**src/rtl/change_dispenser.sv**
```systemverilog
// change_dispenser
//   Pays out a vended product and then any change owed, one ejector at a time.
//   Change is paid greedily: a dime is used while at least 10c is owed and a
//   dime is in stock, otherwise a nickel. If neither coin can cover what is
//   still owed, the remainder is reported and the transaction ends.
//
// Handshakes:
//   Dispense is a single-cycle request. It is accepted only in IDLE, and the
//   Return* inputs are captured on the same edge. While Busy is high, a
//   Dispense is dropped and Overrun pulses for one cycle. Each Eject* line is
//   held high until MechDone is seen high on a rising edge. That edge completes
//   the ejection. MechDone has no effect while no Eject* line is high.
//
// Ports:
//   clk, reset      clock; asynchronous active-high reset
//   Dispense        vend request strobe
//   ReturnNickel    5c owed   (sampled with Dispense)
//   ReturnDime      10c owed  (sampled with Dispense)
//   ReturnTwoDimes  20c owed  (sampled with Dispense)
//   MechDone        ejector acknowledge
//   LoadNickel      +1 nickel per cycle high (saturates at 15)
//   LoadDime        +1 dime per cycle high (saturates at 15)
//   EjectProduct    product ejector drive
//   EjectNickel     nickel ejector drive
//   EjectDime       dime ejector drive
//   Busy            high whenever the FSM is not in IDLE
//   Overrun         one-cycle pulse: a Dispense was dropped while busy
//   ChangeError     sticky until reset: change could not be paid in full
//   Shortfall       unpaid change, in nickel units, at the most recent error
//   NickelCount     nickel inventory
//   DimeCount       dime inventory
module change_dispenser #(
  parameter int unsigned INIT_NICKELS = 10,
  parameter int unsigned INIT_DIMES   = 10
) (
  input  logic       clk,
  input  logic       reset,
  input  logic       Dispense,
  input  logic       ReturnNickel,
  input  logic       ReturnDime,
  input  logic       ReturnTwoDimes,
  input  logic       MechDone,
  input  logic       LoadNickel,
  input  logic       LoadDime,
  output logic       EjectProduct,
  output logic       EjectNickel,
  output logic       EjectDime,
  output logic       Busy,
  output logic       Overrun,
  output logic       ChangeError,
  output logic [2:0] Shortfall,
  output logic [3:0] NickelCount,
  output logic [3:0] DimeCount
);

  typedef enum logic [2:0] {IDLE, VEND, SELECT, COIN, GAP} state_t;

  localparam logic [3:0] INIT_N = INIT_NICKELS[3:0];
  localparam logic [3:0] INIT_D = INIT_DIMES[3:0];

  state_t     state, state_nx;
  logic [2:0] owed, owed_nx;       // change still owed, in nickel units
  logic       sel_dime, sel_dime_nx;
  logic       err_set;             // SELECT found no coin able to pay
  logic       coin_take;           // COIN ejection acknowledged this edge
  logic       nick_dec, dime_dec;

  assign Busy     = (state != IDLE);
  assign nick_dec = coin_take & ~sel_dime;
  assign dime_dec = coin_take &  sel_dime;

  always_comb begin
    state_nx     = state;
    owed_nx      = owed;
    sel_dime_nx  = sel_dime;
    err_set      = 1'b0;
    coin_take    = 1'b0;
    EjectProduct = 1'b0;
    EjectNickel  = 1'b0;
    EjectDime    = 1'b0;
    case (state)
      IDLE: begin
        if (Dispense) begin
          owed_nx  = {ReturnTwoDimes, ReturnDime, ReturnNickel};
          state_nx = VEND;
        end
      end
      VEND: begin
        EjectProduct = 1'b1;
        if (MechDone) state_nx = SELECT;
      end
      SELECT: begin
        if (owed == 3'd0) begin
          state_nx = IDLE;
        end else if (owed >= 3'd2 && DimeCount != 4'd0) begin
          sel_dime_nx = 1'b1;
          state_nx    = COIN;
        end else if (NickelCount != 4'd0) begin
          sel_dime_nx = 1'b0;
          state_nx    = COIN;
        end else begin
          err_set  = 1'b1;
          state_nx = IDLE;
        end
      end
      COIN: begin
        EjectDime   = sel_dime;
        EjectNickel = ~sel_dime;
        if (MechDone) begin
          coin_take = 1'b1;
          owed_nx   = owed - (sel_dime ? 3'd2 : 3'd1);
          state_nx  = GAP;
        end
      end
      GAP:     state_nx = SELECT;
      default: state_nx = IDLE;
    endcase
  end

  always_ff @(posedge clk or posedge reset) begin
    if (reset) begin
      state       <= IDLE;
      owed        <= 3'd0;
      sel_dime    <= 1'b0;
      Overrun     <= 1'b0;
      ChangeError <= 1'b0;
      Shortfall   <= 3'd0;
    end else begin
      state    <= state_nx;
      owed     <= owed_nx;
      sel_dime <= sel_dime_nx;
      Overrun  <= Dispense & Busy;
      if (err_set) begin
        ChangeError <= 1'b1;
        Shortfall   <= owed;
      end
    end
  end

  // A refill and a payout on the same edge cancel out.
  always_ff @(posedge clk or posedge reset) begin
    if (reset) begin
      NickelCount <= INIT_N;
      DimeCount   <= INIT_D;
    end else begin
      case ({LoadNickel, nick_dec})
        2'b10:   if (NickelCount != 4'd15) NickelCount <= NickelCount + 4'd1;
        2'b01:   NickelCount <= NickelCount - 4'd1;
        default: ;
      endcase
      case ({LoadDime, dime_dec})
        2'b10:   if (DimeCount != 4'd15) DimeCount <= DimeCount + 4'd1;
        2'b01:   DimeCount <= DimeCount - 4'd1;
        default: ;
      endcase
    end
  end

endmodule

```
**config.mk**
```make
export PLATFORM = sky130hd
export DESIGN_NAME = change_dispenser
export DESIGN_NICKNAME = d
export VERILOG_FILES = /design/src/rtl/change_dispenser.sv
export SDC_FILE = /design/constraint.sdc
export NUM_CORES = 1
export LEC_CHECK = 0
export BUFFER_PORTS_ARGS = -buffer_cell sky130_fd_sc_hd__buf_4
export CORE_MARGIN = 2
export CORE_UTILIZATION = 57
export CTS_CLUSTER_DIAMETER = 120
export CTS_CLUSTER_SIZE = 25
export DETAILED_ROUTE_END_ITERATION = 10
export GPL_ROUTABILITY_DRIVEN = 0
export PLACE_DENSITY_LB_ADDON = 0.08
export REMOVE_ABC_BUFFERS = 1
export SLEW_MARGIN = 25
export SYNTH_ARGS = -nofsm -noshare
export SYNTH_HDL_FRONTEND = slang
export SYNTH_SLANG_ARGS = --single-unit
```
**constraint.sdc**
```tcl
create_clock -name clk -period 3.6 [get_ports clk]
set_input_delay 0.36 -clock clk [delete_from_list [all_inputs] [get_ports clk]]
set_output_delay 0.36 -clock clk [all_outputs]
set_load 0.05 [all_outputs]
```
---- Yosys cells after proc, flatten, opt, wreduce, memory -nomap -nowiden ----
Cells that the tools add are included.
word-level totals
  register bits ........................... 20
  output and inout port bits .............. 17
operators by class
  $add $sub $neg .......................... 5
  order comparisons ....................... 1
  eq/ne operators ......................... 15
  mux-type cells .......................... 26
  bitwise logic cells ..................... 5
  reductions and logical operators ........ 15
operator list
  operator               count
  $pmux W4 S2            2
  $mux W3                5
  $pmux W3 S5            1
  $mux W1                11
  $ne A2 B2 Y1 const B   5
  $reduce_and A3 Y1      3
  $add A4 B1 Y4 const B  2
  $mux W2                4
  $mux W4                2
  $ne A4 B4 Y1 const B   2
  $reduce_bool A2 Y1     4
  $reduce_bool A4 Y1     2
  $sub A4 B1 Y4 const B  2
  $eq A3 B2 Y1 const B   2
  $logic_not A3 Y1       2
  $pmux W3 S2            1
  $eq A2 B1 Y1 const B   2
  $eq A2 B2 Y1 const B   2
  $reduce_and A2 Y1      2
  $and A1 B1 Y1          3
  $eq A3 B1 Y1 const B   1
  $eq A3 B3 Y1 const B   1
  $ge A3 B2 Y1 const B   1
  $reduce_bool A3 Y1     1
  other kinds (3)        4

---- Depth between registers and ports, before layout ----
  depth in word-level cells ............... 6
  mapped depth ............................ 9

---- Least setup slack after synthesis ----
Ideal clock, no wire load.
  path kind ............................... reg2out
  start ................................... register state[0]
  end ..................................... output EjectProduct
  data arrival time ....................... 1.703 ns
  data required time ...................... 3.240 ns
  path slack .............................. 1.537 ns
  stages on the path, launching flop included .. 3
  path buffers ............................ 1
  path through ............................ dfrtp_1 buf_4 nor3b_1
on the way
  word-level cells in the longest chain between the ends .. 2
RTL lines
  item                    RTL line  text
  start, declared         61        state_t state, state_nx;
  start signal, assigned  129       state <= state_nx;
  $eq A3 B1 Y1            81        case (state)
  $mux W1                 81
  end, declared           45        output logic EjectProduct,
Every way passes these cells.

---- Worst setup path in the final report ----
  start ................................... register state[0]
  end ..................................... register NickelCount[2]
on the way
  word-level cells in the longest chain between the ends .. 6
  elaborated cells between the ends (all ways) .. 9
  those cells by class .................... eq/ne: 4; mux: 2; bitwise: 1; reduce/logical: 2
RTL lines
  item                                                                 RTL line  text
  $eq A3 B2 Y1 *                                                       81
  $mux W1 *                                                            81
  $and A1 B1 Y1 *                                                      69        assign nick_dec = coin_take & ~sel_dime;
  $eq A2 B2 Y1 or $eq A2 B1 Y1 (tied branches)                         146       case ({LoadNickel, nick_dec})
  $ne A2 B2 Y1 (no source line) or $reduce_bool A2 Y1 (tied branches)  n/a
  $reduce_and A2 Y1 (no source line)                                   n/a
  end signal, assigned                                                 147       2'b10: if (NickelCount != 4'd15) NickelCount <= NickelCount + 4'd1;
  end signal, assigned                                                 148       2'b01: NickelCount <= NickelCount - 4'd1;
  end, declared                                                        52        output logic [3:0] NickelCount,
Mark *: on every way between the ends. The rest lies on a longest branch, timed or not.
A chain may end at the register's enable or synchronous reset.

==> flow_summary.json <==
{
  "drive_above_1_share_pct": 30.8,
  "cp_num_buf_inv": 0,
  "seq_area_frac_synth_pct": 40.4,
  "ys_seq_elements": 20,
  "synth_warnings": 0,
  "grt_start_max_net_pins": 21,
  "htree_levels": 1,
  "wl_per_cell_um": 14.6,
  "drv_cap": 0,
  "root_buffer": "clkbuf_4",
  "syn2layout_area_growth_pct": 17.6,
  "drtPass1Iterations": 4,
  "initial_core_util_pct": 61.9,
  "coreArea_sq_mm": 0.00202,
  "status": "completed",
  "cp_cell_sequence": "nand4b_4 -> or3_1 -> xnor2_1 -> ha_1 -> o31ai_1 -> xor2_1",
  "netlist_area_sq_mm": 0.00125,
  "reg2reg_from": "state[0]",
  "antenna_found_initial": 0,
  "tritoncts": "yes",
  "worstReg2RegEnd": "NickelCount[2]",
  "post-route-period-util_pct": 58.3,
  "synth-edff-count": 0,
  "critical_path_cell_count": 6,
  "grt_usage_pct": 21.2,
  "synth_cell_types": 47,
  "hold_path.class": "primary input to async pin",
  "crit_path_end": "NickelCount[2]",
  "power_density_mw_per_mm2": 947,
  "grt_setup_unrepaired": "no",
  "row_count": 16,
  "avgSynthCellArea_sq_um": 10.4,
  "path_class": "flop to flop",
  "worst_setup_path_start_kind": "flop",
  "final_hold_viol_count": 0,
  "cp_data_required_time_ps": 3830,
  "critPathMaxFanout": 12,
  "slowest_stage": "dfrtp_1",
  "final_nets": 157,
  "max_clock_freq_mhz": 476,
  "place_hpwl_um": 1840,
  "antenna_left": 0,
  "clockBufferDepth": 2,
  "place.port_buffers": 25,
  "postCtsHoldBufs": 0,
  "crit_arrival_ps": 2330,
  "critical-path-top-delay-family": "simple AND/OR/NAND/NOR gates",
  "clock_latency_ps": 300,
  "grt_pass1_wl_um": 4220,
  "ff2ff_path_depth": 6,
  "wirelength_um": 2480,
  "grt_pass1_vias": 922,
  "ir_drop_v": 0.000589,
  "clkSinkCount": 20,
  "num_vias": 1024,
  "viasPerCell": 6.02,
  "relSlewSlack_pct": 49.8,
  "final-setup-viol-count": 0,
  "synthFlopType": "dfrtp_1",
  "fin_util_pct": 72.8,
  "worst_pin_slew_ps": 751,
  "num_antenna_cells": 0,
  "r2r_slack_ps": 1500,
  "cts_setup_buffers": 0,
  "startpoint": "state[0]",
  "drv_slew": 0,
  "die_width_um": 50.9,
  "fin_skew_ps": 8.07,
  "numCtsBuffers": 3,
  "netlist_instances": 121,
  "ios": 26,
  "fp.dieH_um": 50.9,
  "finalPower_mw": 1.39,
  "end_kind": "flop",
  "async_reset_ff_share_pct": 100,
  "power.leakage_nw": 0.669,
  "cpPeakStageDelay_ps": 590,
  "drt_iter0_markers": 15,
  "overflow": 0,
  "drcViolationCount": 0,
  "clkSlewWorstSetupHoldPaths_ps": 120,
  "die_area_sq_mm": 0.00259,
  "setup_tns_ps": 0,
  "finalCriticalPeriod_ps": 2100,
  "num-fill-cells": 141,
  "cts_resized": 0
}
[layer usage]
metal  GRT usage (%)  vias to the layer above  wire (um)
met4            4.05                        0         15
met5               0                        -          0
met1            28.8                      514       1130
li1                -                      493          -
met3            2.63                        2         74
met2            36.8                       15       1260
[worst min path at each step]
stage                       startpoint              to  slack (ps)  cells after the start
final                            reset        sel_dime         180                      2
after CTS                        reset    DimeCount[0]         220                      2
after global routing             reset  NickelCount[0]         270                      2
after floorplan                  reset     ChangeError         320                      1
after detailed placement  Shortfall[2]    Shortfall[2]         520                      1
after global placement     ChangeError     ChangeError         450                      1
[synth_stat cells, drive strengths merged, types with 2 or more instances]
| master | instances | share of area, % |
|---|---|---|
| o21ai | 6 | 2.7 |
| nand4 | 3 | 1.5 |
| xnor2 | 4 | 2.8 |
| a21o | 2 | 1.2 |
| dfrtp | 16 | 32 |
| mux2i | 4 | 3.2 |
| dfstp | 4 | 8.4 |
| buf | 3 | 1.8 |
| inv | 7 | 2.1 |
| xor2 | 2 | 1.4 |
| nor2 | 5 | 1.5 |
| mux2 | 4 | 4.5 |
| o31ai | 2 | 1.2 |
| nor4 | 3 | 3.9 |
| nand2 | 7 | 2.1 |
| o22ai | 2 | 1.0 |
| nand2b | 3 | 1.5 |
| nand3 | 3 | 1.2 |
| ha | 3 | 3.0 |
| nor3 | 3 | 1.2 |
| clkbuf | 4 | 1.2 |
| o211ai | 4 | 2.4 |
| a21oi | 5 | 2.0 |
| or3 | 2 | 1.0 |
[metrics by stage]
| step | hold WS, ps | cells | area, sq um | worst slack, ps |
|---|---|---|---|---|
| after floorplan | 321 | 114 | 1210 | 1540 |
| after global placement | 449 | 166 | 1440 | 1640 |
| after detailed placement | 516 | 166 | 1440 | 1560 |
| after CTS | 218 | 170 | 1470 | 1530 |
| after global routing | 269 | 170 | 1470 | 1390 |
| final | 182 | 170 | 1470 | 1500 |
[cells by family after synthesis]
logic type               count (synthesis)  synth area share [%]
adder cells (fa/ha/maj)                  4                  4.60
AO/OA/AOI/OAI                           31                  17.4
multiplexers                             8                  7.69
flip-flops                              20                  40.4
buffers and inverters                   14                  5.09
XOR/XNOR                                 6                  4.20
AND/OR/NAND/NOR                         38                  20.7
[report_power, final]
| part | internal [mW] | switching (mW) |
|---|---|---|
| sequential | 0.322 | 0.173 |
| clock | 0.0615 | 0.0716 |
| combinational | 0.288 | 0.478 |
| total | 0.672 | 0.723 |
[final cells by class]
cell class	instances	area, sq um	share of cell area (%)
tap	27	33.8	2.29
timing repair buffer	25	188	12.7
clock buffer	4	36.3	2.46
inverter	7	26.3	1.78
sequential	20	505	34.3
multi-input combinational	87	683	46.4
[state kept, by name, summed over array words and instances, names as in the netlist]
register	cells
DimeCount	4
owed	3
Overrun	1
sel_dime	1
state	3
Shortfall	3
NickelCount	4
ChangeError	1
[layout by cell type (no fill, tap or decap), types with 2 or more instances in the layout]
cell      instances
inv_1             7
nor2_1            5
nand2b_1          3
dfstp_2           4
mux2i_1           4
nand3_1           3
buf_4            25
mux2_4            3
o31ai_1           2
nor3_1            3
ha_1              3
o21ai_0           5
or3_1             2
a21oi_1           5
clkbuf_4          3
o211ai_1          4
xor2_1            2
nand2_1           7
nand4_1           3
a21o_1            2
dfrtp_1          16
o22ai_1           2
xnor2_1           4
nor4_4            2
No activity file was read; power rests on OpenSTA's default activity.
